`config.mk`:
```
export PLATFORM = sky130hd
export DESIGN_NAME = sequence_matcher
export DESIGN_NICKNAME = d
export VERILOG_FILES = /design/src/rtl/sequence_matcher_pkg.sv /design/src/rtl/sequence_matcher_digit_store.sv /design/src/rtl/sequence_matcher.sv
export SDC_FILE = /design/constraint.sdc
export NUM_CORES = 1
export LEC_CHECK = 0
export ABC_CLOCK_PERIOD_IN_PS = 3300
export CORE_MARGIN = 4
export CORE_UTILIZATION = 44
export DETAILED_ROUTE_END_ITERATION = 7
export PLACE_DENSITY_LB_ADDON = 0.3
export SYNTH_ARGS = -nofsm -noshare
export SYNTH_HDL_FRONTEND = slang
export SYNTH_SLANG_ARGS = --single-unit
```
`constraint.sdc`:
```
create_clock -name clk -period 3.3 [get_ports clk]
set_input_delay 0.495 -clock clk [delete_from_list [all_inputs] [get_ports clk]]
set_output_delay 0.495 -clock clk [all_outputs]
set_load 0.01 [all_outputs]
```
`src/rtl/sequence_matcher_pkg.sv`:
```
// Shared types and sizing helpers for the memory-game sequence matcher.
package game_pkg;

    localparam int DIGIT_W = 2;

    typedef enum logic [2:0] {
        ST_IDLE       = 3'd0,
        ST_CAPTURE    = 3'd1,
        ST_SHOW_ON    = 3'd2,
        ST_SHOW_GAP   = 3'd3,
        ST_WAIT_INPUT = 3'd4,
        ST_PASS       = 3'd5,
        ST_FAIL       = 3'd6
    } state_t;

    // Index width for a sequence of max_len digits; never below one bit.
    function automatic int idx_width(input int max_len);
        return (max_len > 1) ? $clog2(max_len) : 1;
    endfunction

    // Width of a counter that must reach n-1.
    function automatic int cnt_width(input int n);
        return (n > 1) ? $clog2(n) : 1;
    endfunction

endpackage

```
`src/rtl/sequence_matcher_digit_store.sv`:
```
// Digit memory: one synchronous write port, two combinational read ports.
module digit_store
    import game_pkg::*;
#(
    parameter int DEPTH = 16,
    parameter int IDX_W = 4
) (
    input  logic               clk,
    input  logic               wr_en,
    input  logic [IDX_W-1:0]   wr_idx,
    input  logic [DIGIT_W-1:0] wr_data,
    input  logic [IDX_W-1:0]   rd_a_idx,
    output logic [DIGIT_W-1:0] rd_a_data,
    input  logic [IDX_W-1:0]   rd_b_idx,
    output logic [DIGIT_W-1:0] rd_b_data
);

    // Contents survive reset on purpose; each game overwrites as it grows.
    logic [DIGIT_W-1:0] mem_q [DEPTH];

    always_ff @(posedge clk) begin
        if (wr_en) begin
            mem_q[wr_idx] <= wr_data;
        end
    end

    assign rd_a_data = mem_q[rd_a_idx];
    assign rd_b_data = mem_q[rd_b_idx];

endmodule

```
`src/rtl/sequence_matcher.sv`:
```
// Memory-game round controller: grows a digit sequence, replays it, then checks the player's keys.
module sequence_matcher
    import game_pkg::*;
#(
    parameter int MAX_LEN     = 16,
    parameter int SHOW_CYCLES = 25_000_000,
    parameter int TIMEOUT     = 250_000_000
) (
    input  logic                           clk,
    input  logic                           reset,
    input  logic                           start,
    input  logic [DIGIT_W-1:0]             rand_num,
    input  logic                           key_valid,
    input  logic [DIGIT_W-1:0]             key_digit,
    output logic                           show_valid,
    output logic [DIGIT_W-1:0]             show_digit,
    output logic [$clog2(MAX_LEN+1)-1:0]   level,
    output logic                           busy,
    output logic                           pass,
    output logic                           fail,
    output logic                           win
);

    localparam int LVL_W = $clog2(MAX_LEN + 1);
    localparam int IDX_W = idx_width(MAX_LEN);
    localparam int SHW_W = cnt_width(SHOW_CYCLES);
    localparam int TMO_W = cnt_width(TIMEOUT);

    localparam logic [SHW_W-1:0] SHOW_LAST = SHW_W'(SHOW_CYCLES - 1);
    localparam logic [TMO_W-1:0] TMO_LAST  = TMO_W'(TIMEOUT - 1);
    localparam logic [LVL_W-1:0] LVL_MAX   = LVL_W'(MAX_LEN);
    localparam logic [LVL_W-1:0] LVL_ONE   = LVL_W'(1);

    state_t             state_q, state_d;
    logic [LVL_W-1:0]   len_q, len_d;
    logic [IDX_W-1:0]   show_idx_q, show_idx_d;
    logic [IDX_W-1:0]   in_idx_q, in_idx_d;
    logic [SHW_W-1:0]   show_cnt_q, show_cnt_d;
    logic [TMO_W-1:0]   tmo_cnt_q, tmo_cnt_d;

    logic               show_valid_q, show_valid_d;
    logic [DIGIT_W-1:0] show_digit_q, show_digit_d;
    logic               busy_q, busy_d;
    logic               pass_q, pass_d;
    logic               fail_q, fail_d;
    logic               win_q, win_d;

    logic               wr_en;
    logic [LVL_W-1:0]   len_m1;
    logic [IDX_W-1:0]   wr_idx;
    logic [DIGIT_W-1:0] show_rd_data;
    logic [DIGIT_W-1:0] in_rd_data;
    logic               last_show;
    logic               last_in;

    assign len_m1    = len_q - LVL_ONE;
    assign wr_idx    = len_m1[IDX_W-1:0];
    assign last_show = (show_idx_q == wr_idx);
    assign last_in   = (in_idx_q == wr_idx);

    // Show port reads the upcoming index so the registered digit lines up with show_valid.
    digit_store #(
        .DEPTH (MAX_LEN),
        .IDX_W (IDX_W)
    ) u_store (
        .clk       (clk),
        .wr_en     (wr_en),
        .wr_idx    (wr_idx),
        .wr_data   (rand_num),
        .rd_a_idx  (show_idx_d),
        .rd_a_data (show_rd_data),
        .rd_b_idx  (in_idx_q),
        .rd_b_data (in_rd_data)
    );

    always_comb begin
        state_d    = state_q;
        len_d      = len_q;
        show_idx_d = show_idx_q;
        in_idx_d   = in_idx_q;
        show_cnt_d = show_cnt_q;
        tmo_cnt_d  = tmo_cnt_q;
        wr_en      = 1'b0;

        case (state_q)
            ST_IDLE: begin
                if (start) begin
                    len_d   = LVL_ONE;
                    state_d = ST_CAPTURE;
                end
            end
            ST_CAPTURE: begin
                wr_en      = 1'b1;
                show_idx_d = '0;
                show_cnt_d = '0;
                state_d    = ST_SHOW_ON;
            end
            ST_SHOW_ON: begin
                if (show_cnt_q >= SHOW_LAST) begin
                    show_cnt_d = '0;
                    state_d    = ST_SHOW_GAP;
                end else begin
                    show_cnt_d = show_cnt_q + 1'b1;
                end
            end
            ST_SHOW_GAP: begin
                if (last_show) begin
                    in_idx_d  = '0;
                    tmo_cnt_d = '0;
                    state_d   = ST_WAIT_INPUT;
                end else begin
                    show_idx_d = show_idx_q + 1'b1;
                    state_d    = ST_SHOW_ON;
                end
            end
            ST_WAIT_INPUT: begin
                // A key in the final timeout cycle takes priority over the timeout.
                if (key_valid) begin
                    if (key_digit != in_rd_data) begin
                        state_d = ST_FAIL;
                    end else if (last_in) begin
                        state_d = ST_PASS;
                    end else begin
                        in_idx_d  = in_idx_q + 1'b1;
                        tmo_cnt_d = '0;
                    end
                end else if (tmo_cnt_q >= TMO_LAST) begin
                    state_d = ST_FAIL;
                end else begin
                    tmo_cnt_d = tmo_cnt_q + 1'b1;
                end
            end
            ST_PASS: begin
                if (len_q == LVL_MAX) begin
                    state_d = ST_IDLE;
                end else begin
                    len_d   = len_q + LVL_ONE;
                    state_d = ST_CAPTURE;
                end
            end
            ST_FAIL: begin
                state_d = ST_IDLE;
            end
            default: begin
                state_d = ST_IDLE;
            end
        endcase
    end

    always_comb begin
        show_valid_d = (state_d == ST_SHOW_ON);
        show_digit_d = '0;
        if (show_valid_d) begin
            // Bypass the digit being written this cycle (first replay of a new round).
            show_digit_d = (wr_en && (wr_idx == show_idx_d)) ? rand_num : show_rd_data;
        end
        busy_d = (state_d != ST_IDLE);
        pass_d = (state_d == ST_PASS);
        win_d  = pass_d && (len_q == LVL_MAX);
        fail_d = (state_d == ST_FAIL);
    end

    always_ff @(posedge clk or negedge reset) begin
        if (!reset) begin
            state_q      <= ST_IDLE;
            len_q        <= '0;
            show_idx_q   <= '0;
            in_idx_q     <= '0;
            show_cnt_q   <= '0;
            tmo_cnt_q    <= '0;
            show_valid_q <= 1'b0;
            show_digit_q <= '0;
            busy_q       <= 1'b0;
            pass_q       <= 1'b0;
            fail_q       <= 1'b0;
            win_q        <= 1'b0;
        end else begin
            state_q      <= state_d;
            len_q        <= len_d;
            show_idx_q   <= show_idx_d;
            in_idx_q     <= in_idx_d;
            show_cnt_q   <= show_cnt_d;
            tmo_cnt_q    <= tmo_cnt_d;
            show_valid_q <= show_valid_d;
            show_digit_q <= show_digit_d;
            busy_q       <= busy_d;
            pass_q       <= pass_d;
            fail_q       <= fail_d;
            win_q        <= win_d;
        end
    end

    assign show_valid = show_valid_q;
    assign show_digit = show_digit_q;
    assign level      = len_q;
    assign busy       = busy_q;
    assign pass       = pass_q;
    assign fail       = fail_q;
    assign win        = win_q;

endmodule

```
==> flow_summary.ini, run 1 <==
[routing]
drt.antenna.violating_nets = 0
route.detailed.vias_per_inst = 5.87
first_iter_violations = 422
routed_wire_length_per_instance_um = 16.7
routed-via-count = 4752
wirelength_um = 13500
dr.pass1.iters = 5
detail_route.drc_violations = 0

[floorplanning]
number_of_core_rows = 42
die_height_um = 126
die_width_um = 126
ios = 20
floorplan.initialDensity_pct = 45.5
die_area_um2 = 15800
core_area_um2 = 13400

[sta]
least_margin_pin_slew_ns = 0.975
final-max-slew-violation-count = 0
grt_setup_unrepaired = false
final_min_period_over_clock_period_pct = 94.2
max_clock_freq_mhz = 322
setup_viol = 0
timing.final.crit_period_ns = 3.11
finalHoldViolations = 0
fin_worst_skew_ns = 0.00798
fin_tns_setup_ns = 0
worst_slew_margin_rel_pct = 35.0

[setup_path]
crit_path_start = level[0]$_DFFE_PN0P_
critPathKind = register to register
endpoint_kind_of_the_worst_setup_timing_path = register
path_max_fanout = 15
critPathLaunchType = register
cp.arrival_ns = 3.40
r2r_start = level[0]$_DFFE_PN0P_
timing.critical_path.required_ns = 3.59

[global_route]
globalRoute.totalOverflow = 0
via_count_of_the_first_global_routing_pass = 4539
grt_first_pass_wirelength_um = 22400
grtUsageTotal_pct = 17.2
antenna_violations_before_repair = 0
pin_count_of_the_biggest_net_entering_global_routing = 77

[placement]
placed_instance_area_um2 = 6410
io_buffers = 19
hpwlAfterDp_um = 9560
finalWeightedCongestion = 0.896

[layout]
fin_nets = 646
layout-drive-gt1-share_pct = 8.06
stdcell_area_um2 = 6710
area_growth_syn_to_layout_pct = 9.97
n_antenna_cell = 0

[synth]
netlist_area_um2 = 6100
synth.net_count = 633
netlist-cell-type-count = 71
seq_total_area_yosys_pct = 46.9
synth.avg_cell_area_um2 = 9.92
ys.flop_type = sky130_fd_sc_hd__dfrtp_1
synth_seq_cells = 108
async_s_r_ff_share_synth_pct = 70.4
synthesized_instance_count = 615
synth_edf_count = 32
synth-warning-count = 0

[min_path]
worst_min_delay_path_class = input pin to asynchronous set/reset pin

[outcome]
status = finished, final reports clean

[pwr]
total_leakage_power_uw = 0.00269
power.ir.vdd_worst_uv = 372
powerDensity_nw_per_um2 = 676

[clocking]
cts_made_buffers = 9
clock_insertion_delay_worst_skew_ns = 0.36
clockRootBuffer = sky130_fd_sc_hd__clkbuf_16
postCtsSetupBuffers = 0
cts_max_level = 3
cts.repair.resized = 0
cts_hold_repair.buffers = 0
cts_num_sinks = 108
cts_tree = done
ctsLongestPathBuffers = 2
clkSlewWorstSetupHoldPaths_ns = 0.08

[run]
max-cap-violations = 0
-- area by class of cell --
type                       count  area [um2]
sequential                   108        2860
inverter                      17        63.8
timing repair buffer          30         270
clock buffer                   9         225
clock inverter                 7        71.3
multi-input combinational    462        2990
fill                        1227        6690
tap                          176         220
-- sequential cells by signal, indices dropped and copies added, names as in the netlist --
name           flops
u_store.mem_q     32
tmo_cnt_q         28
show_cnt_q        25
level              5
in_idx_q           4
show_idx_q         4
state_q            3
show_digit         2
busy               1
fail               1
pass               1
show_valid         1
win                1
-- per-layer routing --
layer	vias up	GRT usage, %	share of wire [%]
li1	2300	-	-
met1	2327	23.8	47
met2	106	27.4	47
met3	19	3.51	3.7
met4	0	5.62	1.6
met5	-	0	0
-- cells in the mapped netlist, types with 4 or more instances --
library cell | instances | share of area [%]
sky130_fd_sc_hd__a21o_1 | 6 | 0.74
sky130_fd_sc_hd__a21oi_1 | 22 | 1.8
sky130_fd_sc_hd__a221o_1 | 5 | 0.82
sky130_fd_sc_hd__a22o_1 | 6 | 0.86
sky130_fd_sc_hd__a22oi_1 | 13 | 1.6
sky130_fd_sc_hd__a31oi_1 | 9 | 0.92
sky130_fd_sc_hd__and2_0 | 4 | 0.41
sky130_fd_sc_hd__and2_1 | 5 | 0.51
sky130_fd_sc_hd__and3_1 | 23 | 2.4
sky130_fd_sc_hd__buf_6 | 5 | 0.92
sky130_fd_sc_hd__clkbuf_1 | 15 | 0.92
sky130_fd_sc_hd__dfrtp_1 | 76 | 31
sky130_fd_sc_hd__edfxtp_1 | 32 | 16
sky130_fd_sc_hd__ha_1 | 10 | 2.1
sky130_fd_sc_hd__inv_1 | 16 | 0.98
sky130_fd_sc_hd__mux2i_1 | 37 | 6.1
sky130_fd_sc_hd__nand2_1 | 65 | 4.0
sky130_fd_sc_hd__nand2b_1 | 5 | 0.51
sky130_fd_sc_hd__nand3_1 | 25 | 2.1
sky130_fd_sc_hd__nand4_1 | 12 | 1.2
sky130_fd_sc_hd__nor2_1 | 55 | 3.4
sky130_fd_sc_hd__nor2b_1 | 6 | 0.62
sky130_fd_sc_hd__nor3_1 | 9 | 0.74
sky130_fd_sc_hd__o211ai_1 | 5 | 0.62
sky130_fd_sc_hd__o21ai_0 | 38 | 3.1
sky130_fd_sc_hd__o21ai_1 | 18 | 1.5
sky130_fd_sc_hd__o31ai_1 | 14 | 1.7
sky130_fd_sc_hd__or3_1 | 4 | 0.41
sky130_fd_sc_hd__or4_1 | 5 | 0.62
sky130_fd_sc_hd__xnor2_1 | 8 | 1.1
sky130_fd_sc_hd__xor2_1 | 8 | 1.1
-- critical path: stages, from the launching register on --
cell	delay [ns]
sky130_fd_sc_hd__dfrtp_1	0.41
sky130_fd_sc_hd__inv_1	0.10
sky130_fd_sc_hd__ha_1	0.26
sky130_fd_sc_hd__xnor2_2	0.27
sky130_fd_sc_hd__xnor2_1	0.10
sky130_fd_sc_hd__or4_1	0.58
sky130_fd_sc_hd__clkinv_1	0.11
sky130_fd_sc_hd__a211oi_2	0.06
sky130_fd_sc_hd__o31ai_2	0.59
sky130_fd_sc_hd__buf_4	0.33
sky130_fd_sc_hd__a21o_1	0.11
sky130_fd_sc_hd__a22o_1	0.11
-- final timing paths --
check	end	depth (start not counted)	slack, ns
hold reg to reg	show_cnt_q[21]$_DFFE_PN0P_	1	0.48
max in group asynchronous	show_cnt_q[6]$_DFFE_PN0P_	1	2.37
setup reg to reg	tmo_cnt_q[7]$_DFFE_PN0P_	11	0.19
setup / recovery	tmo_cnt_q[7]$_DFFE_PN0P_	11	0.19
hold / removal	tmo_cnt_q[13]$_DFFE_PN0P_	1	0.27
min in group clk	show_cnt_q[21]$_DFFE_PN0P_	1	0.48
-- metrics by stage --
| step | util (%) | std cells | total power (uW) | hold slack [ns] | setup slack, ns |
|---|---|---|---|---|---|
| after global placement | 47.8 | 793 | 3410 | 0.461 | 0.343 |
| after floorplan | - | 615 | 3090 | 0.199 | 0.410 |
| after CTS | 50.1 | 809 | 4560 | 0.323 | 0.224 |
| after detailed placement | 47.8 | 793 | 3460 | 0.466 | 0.245 |
| final | 50.1 | 809 | 4530 | 0.273 | 0.191 |
| after global routing | 50.1 | 809 | 4820 | 0.375 | 0.0235 |
-- cells in the final DEF (no fill, tap or decap), types with 4 or more instances in the layout --
master,instances
sky130_fd_sc_hd__xnor2_1,8
sky130_fd_sc_hd__or3_1,4
sky130_fd_sc_hd__inv_1,16
sky130_fd_sc_hd__and3_1,23
sky130_fd_sc_hd__nor2b_1,6
sky130_fd_sc_hd__nor3_1,9
sky130_fd_sc_hd__a22o_1,6
sky130_fd_sc_hd__a21o_1,6
sky130_fd_sc_hd__nand2_1,65
sky130_fd_sc_hd__o211ai_1,5
sky130_fd_sc_hd__and2_0,4
sky130_fd_sc_hd__nor2_1,55
sky130_fd_sc_hd__o21ai_0,38
sky130_fd_sc_hd__nand3_1,25
sky130_fd_sc_hd__edfxtp_1,32
sky130_fd_sc_hd__buf_4,12
sky130_fd_sc_hd__xor2_1,8
sky130_fd_sc_hd__nand4_1,12
sky130_fd_sc_hd__a31oi_1,9
sky130_fd_sc_hd__and2_1,5
sky130_fd_sc_hd__o31ai_1,13
sky130_fd_sc_hd__dfrtp_1,76
sky130_fd_sc_hd__ha_1,10
sky130_fd_sc_hd__or4_1,5
sky130_fd_sc_hd__o21ai_1,18
sky130_fd_sc_hd__a22oi_1,13
sky130_fd_sc_hd__clkbuf_16,9
sky130_fd_sc_hd__inv_8,4
sky130_fd_sc_hd__mux2i_1,37
sky130_fd_sc_hd__clkdlybuf4s50_1,18
sky130_fd_sc_hd__a21oi_1,22
sky130_fd_sc_hd__a221o_1,5
sky130_fd_sc_hd__nand2b_1,5
-- power breakdown --
group	total, uW	switching [uW]	internal (uW)
clock	1080	544	539
sequential	1630	141	1490
combinational	1820	1100	715
total	4530	1790	2740
-- cells by family after synthesis --
family	Yosys count	synth area share (%)
compound gates	160	18.1
xor+xnor	19	3.32
flops	108	46.9
buf+inv	45	4.06
mux	39	6.44
simple gates	234	19.1
fa+ha+maj	10	2.05
No activity file was read; power rests on OpenSTA's default activity.
==> run 2, diff against run 1 <==
- CTS_BUF_LIST: default -> sky130_fd_sc_hd__clkbuf_8
==> run 2 against run 1 <==
  * Critical path type unchanged
  * Cell area is 1.5% lower
  * Largest power group unchanged
  * Clock power is 25% lower
  * Register-to-register slack hardly changed
==> flow_summary.ini, run 2 (same netlist as run 1, synthesis figures left out) <==
[global_route]
globalRoute.totalOverflow = 0
antenna_violations_before_repair = 0
via_count_of_the_first_global_routing_pass = 4551
grtUsageTotal_pct = 17.0
pin_count_of_the_biggest_net_entering_global_routing = 77
grt_first_pass_wirelength_um = 22200

[setup_path]
path_max_fanout = 15
critPathSlowestCell = sky130_fd_sc_hd__or4_1
endpoint_kind_of_the_worst_setup_timing_path = register
rr_endpoint = tmo_cnt_q[7]$_DFFE_PN0P_
cp_slowest_stage_delay_ns = 0.58
r2r_slack_ns = 0.20
worstPathCellList = inv_1 -> ha_1 -> xnor2_2 -> xnor2_1 -> or4_1 -> clkinv_1 -> a211oi_2 -> o31ai_2 -> buf_4 -> a21o_1 -> a22o_1
critPathKind = register to register
r2r_start = level[0]$_DFFE_PN0P_
critPathLaunchType = register
timing.critical_path.required_ns = 3.62
cp.arrival_ns = 3.42
depth_of_the_most_critical_reg_to_reg_path = 11

[clocking]
cts.repair.resized = 0
cts_max_level = 3
cts_num_sinks = 108
cts_made_buffers = 9
clock_insertion_delay_worst_skew_ns = 0.39
ctsLongestPathBuffers = 2
postCtsSetupBuffers = 0
cts_hold_repair.buffers = 0
clockRootBuffer = sky130_fd_sc_hd__clkbuf_8
clkSlewWorstSetupHoldPaths_ns = 0.11
cts_tree = done

[layout]
layout_commonest_cell = sky130_fd_sc_hd__dfrtp_1
largest_registers = u_store.mem_q (32), tmo_cnt_q (28), show_cnt_q (25)
n_antenna_cell = 0
mostFrequentLayoutCells = 76 x sky130_fd_sc_hd__dfrtp_1, 65 x sky130_fd_sc_hd__nand2_1, 55 x sky130_fd_sc_hd__nor2_1, 38 x sky130_fd_sc_hd__o21ai_0, 37 x sky130_fd_sc_hd__mux2i_1
fin_nets = 646
final.fill_count = 1234
largest_register = u_store.mem_q
multi_input_comb_area_um2 = 2990
seqCellArea_um2 = 2860
area_growth_syn_to_layout_pct = 8.31
largest_reg_flops = 32
layout-drive-gt1-share_pct = 8.06

[sta]
worst_slew_margin_rel_pct = 34.5
fin_tns_setup_ns = 0
setup_viol = 0
final_min_period_over_clock_period_pct = 93.8
fin_worst_skew_ns = 0.0134
least_margin_pin_slew_ns = 0.983
final-max-slew-violation-count = 0
grt_setup_unrepaired = false
max_clock_freq_mhz = 323
timing.final.crit_period_ns = 3.10
finalHoldViolations = 0

[pwr]
swShare_pct = 41.2
combinationalPowerShare_pct = 42.8
post-layout-total-power_uw = 4260
total_leakage_power_uw = 0.00264
reported_net_switching_power_uw = 1750
clock_power_share_pct = 18.9
powerDensity_nw_per_um2 = 644
part_of_the_power_in_registers_pct = 38.3
cellInternalPower_uw = 2510
power.ir.vdd_worst_uv = 370

[floorplanning]
number_of_core_rows = 42
die_width_um = 126
floorplan.initialDensity_pct = 45.5
core_area_um2 = 13400
die_height_um = 126
die_area_um2 = 15800
ios = 20

[placement]
finalWeightedCongestion = 0.896
io_buffers = 19
hpwlAfterDp_um = 9560

[routing]
detail_route.drc_violations = 0
route.detailed.vias_per_inst = 5.84
routed_wire_length_per_instance_um = 16.6
drt.antenna.violating_nets = 0
routed-via-count = 4725
first_iter_violations = 381
wirelength_um = 13400
dr.pass1.iters = 5

[outcome]
status = finished, final reports clean

[run]
max-cap-violations = 0

[min_path]
worst_min_delay_path_class = input pin to asynchronous set/reset pin
==> run 2: cell types whose count changed in the layout (fill, tap and decap cells not counted) <==
cell / change
sky130_fd_sc_hd__clkbuf_16: -9
sky130_fd_sc_hd__clkbuf_8: +9
==> run 2: per-layer routing <==
metal / vias to the layer above / share of wire [%] / wire length (um) / track usage, %
met4: 0 / 1.7 / 225 / 6.06
met5: - / 0 / 0 / 0
li1: 2297 / - / - / -
met1: 2288 / 48 / 6410 / 23.6
met3: 20 / 3.5 / 464 / 3.05
met2: 120 / 47 / 6330 / 27.0
==> run 2: cell type report <==
type	instances	area share [%]
multi-input combinational	462	45.3
tap	176	3.33
inverter	17	0.966
sequential	108	43.3
clock buffer	9	1.88
timing repair buffer	30	4.09
clock inverter	7	1.08
==> run 2: through the flow <==
stage / hold slack [ns] / worst slack [ns] / instance area, um2 / cells / utilization (%)
after floorplan: 0.199 / 0.410 / 6100 / 615 / -
after global placement: 0.461 / 0.343 / 6410 / 793 / 47.8
after detailed placement: 0.466 / 0.245 / 6410 / 793 / 47.8
after CTS: 0.277 / 0.217 / 6610 / 809 / 49.3
after global routing: 0.328 / 0.0171 / 6610 / 809 / 49.3
final: 0.241 / 0.204 / 6610 / 809 / 49.3
==> run 2: worst max path at each step <==
stage / from / end / slack [ns] / cells after the start
2_1_floorplan: level[0]$_DFFE_PN0P_ / show_digit[0]$_DFF_PN0_ / 0.41 / 14
3_3_place_gp: level[0]$_DFFE_PN0P_ / tmo_cnt_q[27]$_DFFE_PN0P_ / 0.34 / 11
3_5_place_dp: level[0]$_DFFE_PN0P_ / tmo_cnt_q[7]$_DFFE_PN0P_ / 0.24 / 11
4_1_cts: level[0]$_DFFE_PN0P_ / tmo_cnt_q[7]$_DFFE_PN0P_ / 0.22 / 11
5_1_grt: level[0]$_DFFE_PN0P_ / tmo_cnt_q[7]$_DFFE_PN0P_ / 0.02 / 11
6_report: level[0]$_DFFE_PN0P_ / tmo_cnt_q[7]$_DFFE_PN0P_ / 0.20 / 11
==> run 2: worst max-delay path, delay by kind of cell (launching register included) <==
family                     cells  cell delay (ns)
AOI/OAI and AO/OA              4             0.86
and+or+nand+nor                1             0.58
xor gates and xnor gates       2             0.37
adders and majority gates      1             0.26
buffers and inverters          3             0.54
DFF                            1             0.42
==> run 2: power by group through the flow <==
stage | clock, uW | sequential, uW | combinational, uW
after detailed placement | 0 | 1660 | 1810
after global routing | 894 | 1650 | 1990
after floorplan | 0 | 1620 | 1480
after global placement | 0 | 1660 | 1750
final | 806 | 1630 | 1820
after CTS | 839 | 1630 | 1810
==> run 3, diff against run 2 <==
- ABC_CLOCK_PERIOD_IN_PS: 3300 -> 3920
- PLACE_DENSITY_LB_ADDON: 0.3 -> default
- clock period: 3.3 -> 3.92 ns (I/O delays scaled with it)
==> run 3 against run 2 <==
  * Non-clock buffer count decreased by 6
  * Core utilization fell by 0.31 points
  * Die area is the same
==> flow_summary.ini, run 3 (same netlist as run 1, synthesis figures left out) <==
[outcome]
status = finished, final reports clean

[clocking]
cts_hold_repair.buffers = 0
cts_tree = done
ctsLongestPathBuffers = 2
cts_made_buffers = 9
cts_num_sinks = 108
cts.repair.resized = 0
cts_max_level = 3
clockRootBuffer = sky130_fd_sc_hd__clkbuf_8
postCtsSetupBuffers = 0
clock_insertion_delay_worst_skew_ns = 0.40
clkSlewWorstSetupHoldPaths_ns = 0.12

[layout]
mostFrequentLayoutCells = 76 x sky130_fd_sc_hd__dfrtp_1, 65 x sky130_fd_sc_hd__nand2_1, 55 x sky130_fd_sc_hd__nor2_1, 38 x sky130_fd_sc_hd__o21ai_0, 37 x sky130_fd_sc_hd__mux2i_1
largest_reg_flops = 32
final.fill_count = 1276
fin_nets = 640
largest_registers = u_store.mem_q (32), tmo_cnt_q (28), show_cnt_q (25)
layout_commonest_cell = sky130_fd_sc_hd__dfrtp_1
n_antenna_cell = 0
multi_input_comb_area_um2 = 2990
largest_register = u_store.mem_q
layout-drive-gt1-share_pct = 7.18
seqCellArea_um2 = 2860
area_growth_syn_to_layout_pct = 7.63

[sta]
worst_slew_margin_rel_pct = 32.4
max_clock_freq_mhz = 297
least_margin_pin_slew_ns = 1.01
finalHoldViolations = 0
setup_viol = 0
final-max-slew-violation-count = 0
fin_worst_skew_ns = 0.0137
grt_setup_unrepaired = false
timing.final.crit_period_ns = 3.37
final_min_period_over_clock_period_pct = 86.0
fin_tns_setup_ns = 0
holdWs_ns = 0.350

[min_path]
worst_min_delay_path_class = input pin to asynchronous set/reset pin

[floorplanning]
ios = 20
die_area_um2 = 15800
number_of_core_rows = 42
core_area_um2 = 13400
floorplan.initialDensity_pct = 45.5
die_height_um = 126
die_width_um = 126

[pwr]
post-layout-total-power_uw = 3560
cellInternalPower_uw = 2080
swShare_pct = 41.5
powerDensity_nw_per_um2 = 542
total_leakage_power_uw = 0.00261
combinationalPowerShare_pct = 41.2
clock_power_share_pct = 19.5
reported_net_switching_power_uw = 1480
part_of_the_power_in_registers_pct = 39.3
power.ir.vdd_worst_uv = 415

[global_route]
via_count_of_the_first_global_routing_pass = 4590
pin_count_of_the_biggest_net_entering_global_routing = 77
met2_usage_pct = 27.2
grt.met1_usage_pct = 26.6
globalRoute.totalOverflow = 0
met3_usage_pct = 3.68
globalRoute.busiestLayer = met2
grtUsageTotal_pct = 18.2
antenna_violations_before_repair = 0
grt_first_pass_wirelength_um = 23600

[placement]
hpwlAfterDp_um = 9570
finalWeightedCongestion = 0.821
io_buffers = 19

[routing]
wirelength_um = 13700
drt.antenna.violating_nets = 0
route.detailed.vias_per_inst = 5.87
detail_route.drc_violations = 0
first_iter_violations = 328
routed-via-count = 4713
dr.pass1.iters = 5
routed_wire_length_per_instance_um = 17.1

[setup_path]
cp.arrival_ns = 3.70
critPathLaunchType = register
path_max_fanout = 17
depth_of_the_most_critical_reg_to_reg_path = 11
crit_path_start = level[0]$_DFFE_PN0P_
r2r_start = level[0]$_DFFE_PN0P_
rr_endpoint = show_digit[0]$_DFF_PN0_
critPathKind = register to register
endpoint_kind_of_the_worst_setup_timing_path = register
timing.critical_path.required_ns = 4.25
r2r_slack_ns = 0.55

[run]
max-cap-violations = 0
run 3: cell count changes in the layout (fill, tap and decap cells not counted):
cell and delta:
sky130_fd_sc_hd__clkinv_8 +1, sky130_fd_sc_hd__clkinvlp_4 +1, sky130_fd_sc_hd__clkinv_4 -1, sky130_fd_sc_hd__inv_8 -1, sky130_fd_sc_hd__buf_4 -6
run 3: final cells by class:
class	count	share of cell area (%)
Sequential cell	108	43.6
Tap cell	176	3.35
Clock buffer	9	1.89
Inverter	17	0.972
Clock inverter	7	1.14
Timing Repair Buffer	24	3.43
Multi-Input combinational cell	462	45.6
run 3: per-layer routing:
layer  vias up  routed length, um
li1       2301                  -
met1      2304               6850
met4         0                220
met5         -                  0
met2        93               6160
met3        15                494
run 3: stage by stage:
step,area (um2),worst slack [ns],util [%],std cells
after floorplan,6100,1.03,-,615
after global placement,6370,0.778,47.5,787
after detailed placement,6370,0.562,47.5,787
after CTS,6570,0.537,49.0,803
after global routing,6570,0.280,49.0,803
final,6570,0.547,49.0,803
run 3: how the worst max path moves through the flow:
stage,endpoint,slack [ns],cells past startpoint
after floorplan,show_digit[0]$_DFF_PN0_,1.03,14
after global placement,show_digit[1]$_DFF_PN0_,0.78,11
after detailed placement,show_digit[0]$_DFF_PN0_,0.56,11
after CTS,show_digit[0]$_DFF_PN0_,0.54,11
after global routing,show_digit[0]$_DFF_PN0_,0.28,11
final,show_digit[0]$_DFF_PN0_,0.55,11
run 3: worst max-delay path, stage by stage (launching register included):
cell and delay, ns:
sky130_fd_sc_hd__dfrtp_1 0.67, sky130_fd_sc_hd__inv_1 0.17, sky130_fd_sc_hd__ha_1 0.40, sky130_fd_sc_hd__xor2_1 0.21, sky130_fd_sc_hd__nand3_2 0.15, sky130_fd_sc_hd__or2_1 0.41, sky130_fd_sc_hd__a221oi_2 0.28, sky130_fd_sc_hd__buf_4 0.32
sky130_fd_sc_hd__mux2i_1 0.14, sky130_fd_sc_hd__a22oi_1 0.23, sky130_fd_sc_hd__o211ai_1 0.14, sky130_fd_sc_hd__a31oi_1 0.18
run 3: power groups by stage:
| stage | Clock, uW | Sequential [uW] | Combinational, uW |
|---|---|---|---|
| 2_1_floorplan | 0 | 1360 | 1240 |
| 3_3_place_gp | 0 | 1420 | 1430 |
| 3_5_place_dp | 0 | 1420 | 1460 |
| 4_1_cts | 719 | 1400 | 1460 |
| 5_1_grt | 763 | 1420 | 1620 |
| 6_report | 695 | 1400 | 1460 |
